--- config.mk ---
export PLATFORM = sky130hd
export DESIGN_NAME = tmds_encoder_3ch
export DESIGN_NICKNAME = d
export VERILOG_FILES = /design/src/rtl/tmds_pkg.sv /design/src/rtl/tmds_encoder_ch.sv /design/src/rtl/tmds_encoder_3ch.sv
export SDC_FILE = /design/constraint.sdc
export NUM_CORES = 1
export LEC_CHECK = 0
export BUFFER_PORTS_ARGS = -buffer_cell sky130_fd_sc_hd__buf_2
export CORE_ASPECT_RATIO = 0.8
export CORE_MARGIN = 2
export CORE_UTILIZATION = 54
export CTS_BUF_LIST = sky130_fd_sc_hd__clkbuf_16
export CTS_CLUSTER_SIZE = 8
export DETAILED_ROUTE_END_ITERATION = 7
export PLACE_DENSITY = 0.78
export SYNTH_ARGS = -nofsm -noshare
export SYNTH_HDL_FRONTEND = slang
export SYNTH_SLANG_ARGS = --single-unit
export TNS_END_PERCENT = 30
--- constraint.sdc ---
create_clock -name PixelClk -period 4 [get_ports PixelClk]
set_input_delay 0.4 -clock PixelClk [delete_from_list [all_inputs] [get_ports PixelClk]]
set_output_delay 0.4 -clock PixelClk [all_outputs]
set_load 0.01 [all_outputs]
--- src/rtl/tmds_pkg.sv ---
// Shared TMDS types, control/guard-band code words and bit-count helpers
// used by the per-channel encoder and the three-channel top level.
package tmds_pkg;

  typedef logic [9:0] tmds_word_t;

  localparam tmds_word_t CTL_00 = 10'b1101010100;
  localparam tmds_word_t CTL_01 = 10'b0010101011;
  localparam tmds_word_t CTL_10 = 10'b0101010100;
  localparam tmds_word_t CTL_11 = 10'b1010101011;

  localparam tmds_word_t GB_BLUE  = 10'b1011001100;
  localparam tmds_word_t GB_GREEN = 10'b0100110011;
  localparam tmds_word_t GB_RED   = 10'b1011001100;

  // One pixel clock worth of source inputs, as carried by the guard-band delay line.
  typedef struct packed {
    logic       vde;
    logic       hsync;
    logic       vsync;
    logic [7:0] red;
    logic [7:0] green;
    logic [7:0] blue;
  } pix_t;

  function automatic logic [3:0] popcount8(input logic [7:0] d);
    logic [3:0] n;
    n = '0;
    for (int i = 0; i < 8; i++) begin
      n = n + {3'b000, d[i]};
    end
    return n;
  endfunction

  function automatic tmds_word_t ctl_word(input logic [1:0] c);
    tmds_word_t w;
    case (c)
      2'b00:   w = CTL_00;
      2'b01:   w = CTL_01;
      2'b10:   w = CTL_10;
      default: w = CTL_11;
    endcase
    return w;
  endfunction

endpackage

--- src/rtl/tmds_encoder_ch.sv ---
// One TMDS channel: stage 1 builds the transition-minimised q_m word, stage 2
// applies DC balancing with a 5-bit running disparity or emits control/guard words.
module tmds_encoder_ch
  import tmds_pkg::*;
#(
  parameter tmds_word_t kGuard = GB_BLUE
) (
  input  logic       PixelClk,
  input  logic       aRst,
  input  logic       pVde,
  input  logic [1:0] pC,
  input  logic [7:0] pD,
  input  logic       pGuard,
  output logic [9:0] pTmds
);

  logic [3:0] n1_data;
  logic       use_xnor;
  logic [8:0] qm_d;
  logic [8:0] qm_q;
  logic       vde_q;
  logic [1:0] c_q;
  logic       guard_q;

  always_comb begin
    n1_data  = popcount8(pD);
    use_xnor = (n1_data > 4'd4) || ((n1_data == 4'd4) && !pD[0]);
    qm_d     = '0;
    qm_d[0]  = pD[0];
    for (int i = 1; i < 8; i++) begin
      qm_d[i] = use_xnor ? ~(qm_d[i-1] ^ pD[i]) : (qm_d[i-1] ^ pD[i]);
    end
    qm_d[8] = ~use_xnor;
  end

  always_ff @(posedge PixelClk or posedge aRst) begin
    if (aRst) begin
      vde_q   <= 1'b0;
      c_q     <= 2'b00;
      guard_q <= 1'b0;
      qm_q    <= '0;
    end else begin
      vde_q   <= pVde;
      c_q     <= pC;
      guard_q <= pGuard;
      qm_q    <= qm_d;
    end
  end

  logic [3:0] n1_qm;
  logic [4:0] diff;
  logic [4:0] bias_xor;
  logic [4:0] bias_xnor;
  logic       cnt_pos;
  logic       cnt_neg;
  logic       diff_pos;
  logic       diff_neg;
  logic [4:0] cnt_d;
  logic [4:0] cnt_q;
  tmds_word_t tmds_d;
  tmds_word_t tmds_q;

  // diff and cnt are two's-complement modulo 32; diff = n1 - n0 = 2*n1 - 8.
  always_comb begin
    n1_qm     = popcount8(qm_q[7:0]);
    diff      = {n1_qm, 1'b0} - 5'd8;
    bias_xor  = {3'b000, qm_q[8], 1'b0};
    bias_xnor = {3'b000, ~qm_q[8], 1'b0};
    cnt_pos   = !cnt_q[4] && (cnt_q != 5'd0);
    cnt_neg   = cnt_q[4];
    diff_pos  = !diff[4] && (diff != 5'd0);
    diff_neg  = diff[4];
    tmds_d    = tmds_q;
    cnt_d     = cnt_q;
    if (!vde_q) begin
      tmds_d = guard_q ? kGuard : ctl_word(c_q);
      cnt_d  = 5'd0;
    end else if ((cnt_q == 5'd0) || (diff == 5'd0)) begin
      tmds_d = {~qm_q[8], qm_q[8], qm_q[8] ? qm_q[7:0] : ~qm_q[7:0]};
      cnt_d  = qm_q[8] ? (cnt_q + diff) : (cnt_q - diff);
    end else if ((cnt_pos && diff_pos) || (cnt_neg && diff_neg)) begin
      tmds_d = {1'b1, qm_q[8], ~qm_q[7:0]};
      cnt_d  = cnt_q + bias_xor - diff;
    end else begin
      tmds_d = {1'b0, qm_q[8], qm_q[7:0]};
      cnt_d  = cnt_q + diff - bias_xnor;
    end
  end

  always_ff @(posedge PixelClk or posedge aRst) begin
    if (aRst) begin
      tmds_q <= CTL_00;
      cnt_q  <= 5'd0;
    end else begin
      tmds_q <= tmds_d;
      cnt_q  <= cnt_d;
    end
  end

  assign pTmds = tmds_q;

endmodule

--- src/rtl/tmds_encoder_3ch.sv ---
// Three-channel DVI TMDS encoder (blue=Data0, green=Data1, red=Data2).
// Define TMDS_GUARD_BAND_EN to add HDMI video guard bands (latency 2 -> 4).
module tmds_encoder_3ch
  import tmds_pkg::*;
#(
  parameter logic [1:0] kCtlDefault = 2'b00
) (
  input  logic       PixelClk,
  input  logic       aRst,
  input  logic       pVde,
  input  logic       pHSync,
  input  logic       pVSync,
  input  logic [7:0] pRed,
  input  logic [7:0] pGreen,
  input  logic [7:0] pBlue,
  output logic [9:0] tmds_r,
  output logic [9:0] tmds_g,
  output logic [9:0] tmds_b
);

  pix_t pix_in;
  pix_t src;
  logic guard;

  assign pix_in = {pVde, pHSync, pVSync, pRed, pGreen, pBlue};

`ifdef TMDS_GUARD_BAND_EN
  pix_t dly1_q;
  pix_t dly2_q;

  always_ff @(posedge PixelClk or posedge aRst) begin
    if (aRst) begin
      dly1_q <= '0;
      dly2_q <= '0;
    end else begin
      dly1_q <= pix_in;
      dly2_q <= dly1_q;
    end
  end

  // The two blanking words immediately preceding a rising vde become guard bands.
  assign src   = dly2_q;
  assign guard = !dly2_q.vde && (dly1_q.vde || pVde);
`else
  assign src   = pix_in;
  assign guard = 1'b0;
`endif

  logic [7:0] ch_data [3];
  logic [1:0] ch_ctl  [3];
  logic [9:0] ch_tmds [3];

  assign ch_data[0] = src.blue;
  assign ch_data[1] = src.green;
  assign ch_data[2] = src.red;
  assign ch_ctl[0]  = {src.vsync, src.hsync};
  assign ch_ctl[1]  = kCtlDefault;
  assign ch_ctl[2]  = kCtlDefault;

  genvar gi;
  generate
    for (gi = 0; gi < 3; gi++) begin : g_ch
      localparam tmds_word_t kGuard = (gi == 0) ? GB_BLUE : ((gi == 1) ? GB_GREEN : GB_RED);
      tmds_encoder_ch #(
        .kGuard (kGuard)
      ) u_ch (
        .PixelClk (PixelClk),
        .aRst     (aRst),
        .pVde     (src.vde),
        .pC       (ch_ctl[gi]),
        .pD       (ch_data[gi]),
        .pGuard   (guard),
        .pTmds    (ch_tmds[gi])
      );
    end
  endgenerate

  assign tmds_b = ch_tmds[0];
  assign tmds_g = ch_tmds[1];
  assign tmds_r = ch_tmds[2];

endmodule

After elaboration in Yosys (flattened, before gate mapping) --
Cells that the tools add are included.
Operators by class: add/sub/neg operators 60, multipliers 0, divide/modulo/power cells 0, magnitude comparators 3, eq/ne operators 5, shift operators 0, mux-type cells 46, bitwise operators 51, reductions and logical operators 46
Operator list (number):
- 4-bit by 1-bit adder with 4-bit output | 36
- 10-bit two-way mux | 9
- 5-bit two-way mux | 12
- 5-bit logical NOT | 6
- 10-bit case mux with 3 select lines | 1
- 5-bit nonzero test | 6
- 5-bit subtractor | 6
- 1-bit inverter | 27
- 8-bit two-way mux | 3
- 8-bit inverter | 3
- 1-bit two-way mux | 21
- 1-bit XOR | 21
- 5-bit by 2-bit adder with 5-bit output | 3
- 5-bit adder | 3
- 1-bit logical AND | 15
- 5-bit by 2-bit subtractor with 5-bit output | 3
- 5-bit by 4-bit subtractor with 5-bit output (second input constant) | 3
- 1-bit by 1-bit adder with 2-bit output | 6
- 4-bit by 3-bit equality test with 1-bit output (second input constant) | 3
- 4-bit by 3-bit > comparator with 1-bit output (second input constant) | 3
- 1-bit logical NOT | 9
- 1-bit logical OR | 9
- 2-bit by 1-bit equality test with 1-bit output (second input constant) | 1
- 2-bit equality test (second input constant) | 1
- 2-bit logical NOT | 1
Word-level totals: register bits after elaboration 75, bits in latches 0, bits in writable memories 0, memory bits (read-only) 0, bits of input ports 29, word-level logic and storage cells 222, memories kept 0

Depth between registers and ports, before layout --
depth in word-level cells 29, depth in mapped cells 16, depth with buffers taken out 16

By module --
A second synthesis with hierarchy kept.
Unflattened totals: cells, all modules 558, area total of the unflattened synthesis 6147.1 sq um
Modules (own cells, without submodules):
- tmds_encoder_ch at g_ch[1].u_ch | instances 1, cells an instance 187, area each 2078.2 sq um, sequential area each 681.9 sq um
- tmds_encoder_ch at g_ch[0].u_ch | instances 1, cells an instance 184, area each 2053.2 sq um, sequential area each 681.9 sq um
- tmds_encoder_ch at g_ch[2].u_ch | instances 1, cells an instance 186, area each 2011.9 sq um, sequential area each 681.9 sq um
- tmds_encoder_3ch | instances 1, cells an instance 1, area each 3.8 sq um, sequential area each 0.0 sq um

Least setup slack after synthesis --
No wires, ideal clock.
path type register -> register, from register g_ch[2].u_ch.qm_q[0], to register g_ch[2].u_ch.cnt_q[4], setup time 126 ps, arrival time 4267 ps, data required time 3874 ps, path slack -393 ps, cell stages (with the launch flop) 13, buffers on the path 0, cell sequence dfrtp_1 ha_1 inv_1 fa_1 fa_1 fa_1 fa_1 xnor2_1 ha_1 ha_1 xor3_1 and2_1 o311a_1
On the way: longest elaborated chain between the ends 15, elaborated cells on any way between the ends 24
RTL lines:
- from (decl) | RTL line tmds_encoder_ch.sv:20 | logic [8:0] qm_q;
- from (signal assigned) | RTL line tmds_encoder_ch.sv:46 | qm_q <= qm_d;
- 1-bit by 1-bit adder with 2-bit output (*) | RTL line tmds_pkg.sv:30 | n = n + {3'b000, d[i]};
- 4-bit by 1-bit adder with 4-bit output (*) (6 in series) | RTL line tmds_pkg.sv:30
- 5-bit by 4-bit subtractor with 5-bit output (*) | RTL line tmds_encoder_ch.sv:66 | diff = {n1_qm, 1'b0} - 5'd8;
- branches (longest 5 deep; another with 5-bit adder)
- 5-bit two-way mux (*) | RTL line tmds_encoder_ch.sv:78 | end else if ((cnt_q == 5'd0) || (diff == 5'd0)) begin
- 5-bit two-way mux (*) | RTL line tmds_encoder_ch.sv:75 | if (!vde_q) begin
- named net g_ch[2].u_ch.cnt_d[4] | RTL line tmds_encoder_ch.sv:58 | logic [4:0] cnt_d;
- to (signal assigned) | RTL line tmds_encoder_ch.sv:96 | cnt_q <= cnt_d;
- to (decl) | RTL line tmds_encoder_ch.sv:59 | logic [4:0] cnt_q;
Mark *: on every way through the listed nets, which the timed path passes.

Worst setup path in the final report --
Same ends and word-level chain as after synthesis.

==> impl_metrics.csv <==
group,metric,value,unit
yosys,synthArstFlopShare,100.0,%
yosys,synth_edf_count,0,
min_path,hp-class,"in2reg",
routing,viasPerCell,5.071,
critical_path,cp_top_family,"adder cells",
global_route,grt_max_degree,47,
cts,clockBufferDepth,2,
layout,area_growth,30.28,%
critical_path,cp.depth,13,
layout,antenna_cells,0,
routing,drcViolationCount,0,
critical_path,cp-startpoint,"g_ch[2].u_ch.qm_q[0]",
timing,finalCriticalPeriod,4.314,ns
timing,grt_setup_unrepaired,"yes",
critical_path,timing.rr.end,"g_ch[2].u_ch.cnt_q[4]",
timing,worstMarginPinSlew,0.9430,ns
global_route,grt_usage,22.78,%
critical_path,worstPathMaxFanout,4,
status,violations,"negative setup slack",
critical_path,arrival,4.53,ns
critical_path,cp_cell_sequence,"ha_1 -> inv_2 -> fa_1 -> fa_1 -> fa_2 -> fa_2 -> inv_2 -> ha_4 -> a21oi_1 -> o21bai_1 -> xor3_1 -> and2_1 -> o311a_1",
floorplanning,io_pins,59,
place,placed_cells,756,
global_route,antenna_found_initial,0,
routing,avgRoutedWirePerCell,15.59,µm
yosys,ys_seq_elements,72,
place,gp_congestion,0.9361,
cts,clk_latency,0.33,ns
critical_path,reg2reg_from,"g_ch[2].u_ch.qm_q[0]",
yosys,synth_cell_types,40,
yosys,netlist_area,5558,µm²
layout,drive_gt1_share,36.06,%
critical_path,r2r_setup_slack,-0.31,ns
timing,hold_violations,0,
cts,clkTransAtPathRegs,0.06,ns
routing,vias,4001,
critical_path,cp-endpoint,"g_ch[2].u_ch.cnt_q[4]",
yosys,ys.flop_type,"dfrtp_1",
critical_path,worst-r2r-cell-count,13,
yosys,avgSynthCellArea,10.86,µm²
floorplanning,start_util,54.94,%
critical_path,max_stage_delay,0.60,ns
place,place_hpwl,9205,µm
cts,cts_max_level,3,
floorplanning,die_h,94.74,µm
floorplanning,fp-row-count,33,
timing,fin_worst_skew,0.006606,ns
status,outcome,"finished with violations",
place,dpl_worst_slack,-0.2557,ns
floorplanning,dieArea,11120,µm²
routing,drt_iter0_drc,141,
global_route,first_global_vias,4307,
layout,nets,773,
cts,cts_root_buf,"clkbuf_16",
timing,slew_violations,0,
timing,slew_headroom,37.04,%
routing,ant_nets,0,
routing,wl,12300,µm
global_route,grt_pass1_wl,20070,µm
timing,max_freq,0.2318,GHz
floorplanning,die-width,117.4,µm
critical_path,required,4.21,ns
run,cap_viol_max_count,0,
timing,hold_slack,0.1754,ns
timing,setup_violations,16,
cts,cts_num_sinks,72,
critical_path,path_buf_inv,2,
place,port-buffer-count,58,
yosys,synthCells,512,
critical_path,cp-start-kind,"flop",
cts,cts_inserted_buffers,9,
cts,tritoncts,"built",
yosys,postSynthNetCount,641,
yosys,ys_seq_area_share,32.76,%
timing,fin_crit_sh,107.9,%
routing,first_pass_iters,4,
yosys,ys_warn_count,0,
critical_path,slowest_stage,"fa_2",
critical_path,endpoint_kind,"flop",
critical_path,crit_type,"reg2reg",
layout,instances_no_fill,789,
timing,setup_slack,-0.3140,ns
timing,setup_tns,-1.686,ns
floorplanning,core_area,10120,µm²
global_route,grt_remaining_overflow,0,
[cell usage after synthesis (4+ instances only)]
cell type	number	area, µm²
and2_1	12	75.07
nor2_1	12	45.04
nand2b_1	6	37.54
a21oi_1	31	155.2
clkbuf_1	5	18.77
dfstp_2	15	394.1
nor3b_1	8	60.06
inv_1	89	334.1
nor2b_1	12	75.07
xnor2_1	64	560.5
fa_1	39	780.8
ha_1	61	763.2
o21ai_0	9	45.04
nand3_1	4	20.02
nand2_1	23	86.33
o311a_1	5	50.05
dfrtp_1	57	1426
xor2_1	12	105.1
o211a_1	5	50.05
[final cells by class]
class / instances / area [µm²]
timing repair buffer: 126 / 838.3
fill: 670 / 2875
multi-input combinational: 346 / 3799
clock buffer: 9 / 225.2
tap: 140 / 175.2
inverter: 89 / 336.6
sequential: 72 / 1821
clock inverter: 7 / 46.29
[metal layers]
metal	track usage, %	wire, µm
met3	3.744	361
met1	29.01	5400
met2	41.08	6327
met5	0	0
met4	5.823	209
[worst min path at each step]
stage	depth (start not counted)	slack, ns	start	end
after floorplan	0	0.43	pHSync	g_ch[0].u_ch.c_q[0]
after global placement	1	0.51	pHSync	g_ch[0].u_ch.c_q[0]
after detailed placement	1	0.51	pHSync	g_ch[0].u_ch.c_q[0]
after CTS	1	0.16	pHSync	g_ch[0].u_ch.c_q[0]
after global routing	1	0.17	pHSync	g_ch[0].u_ch.c_q[0]
final	1	0.18	pHSync	g_ch[0].u_ch.c_q[0]
[placed cells by master, fill, tap and decap left out, types with 8 or more instances in the layout]
master and n:
xnor2_1 56, fa_1 28, a21oi_2 10, and2_1 13, fa_2 11, nor2_1 10
nor2b_1 12, buf_2 58, ha_1 44, xor2_1 11, nor3b_1 8, o21ai_0 9
clkbuf_16 10, ha_4 16, inv_2 11, buf_4 64, dfstp_2 15, inv_1 77
a21oi_1 22, nand2_1 23, dfrtp_1 57
[per-stage QoR]
| step | cell area, µm² | util, % |
|---|---|---|
| final | 7241 | 71.58 |
| after global routing | 7241 | 71.58 |
| after CTS | 7082 | 70.01 |
| after detailed placement | 6651 | 65.75 |
| after global placement | 6651 | 65.75 |
| after floorplan | 5809 | - |
[cell families (layout without fill, tap and decap cells)]
family                   after synthesis  count (layout)  synth area share [%]
XOR/XNOR                              79              79                 13.24
AND/OR/NAND/NOR                       89              89                 8.757
buffers and inverters                 94             231                 6.349
flip-flops                            72              72                 32.76
multiplexers                           2               2                0.3602
AO/OA/AOI/OAI                         76              76                 10.76
adder cells (fa/ha/maj)              100             100                 27.78
[flip-flops by register name (all words and copies together), names as in the netlist]
| name | count |
|---|---|
| g_ch.u_ch.c_q | 2 |
| g_ch.u_ch.vde_q | 1 |
| g_ch.u_ch.pTmds | 30 |
| g_ch.u_ch.cnt_q | 12 |
| g_ch.u_ch.qm_q | 27 |
[what timing repair did]
action,4_1_cts,5_1_grt
hold endpoints to repair,0,0
setup endpoints to repair,31,38
hold buffers,0,0
resized for setup,15,27
cloned,1,0
buffers inserted,9,7
pin swaps,17,19
[worst reg2reg max path, stage by stage (launching register included)]
cell and delay (ns):
dfrtp_1 0.38, ha_1 0.30, inv_2 0.04, fa_1 0.50, fa_1 0.45, fa_2 0.37
fa_2 0.60, inv_2 0.07, ha_4 0.29, a21oi_1 0.10, o21bai_1 0.26, xor3_1 0.35
and2_1 0.16, o311a_1 0.32
Power is left out: the tool's default activity adds up to more than one toggle a clock period on the data nets, which glitch-free logic cannot reach.
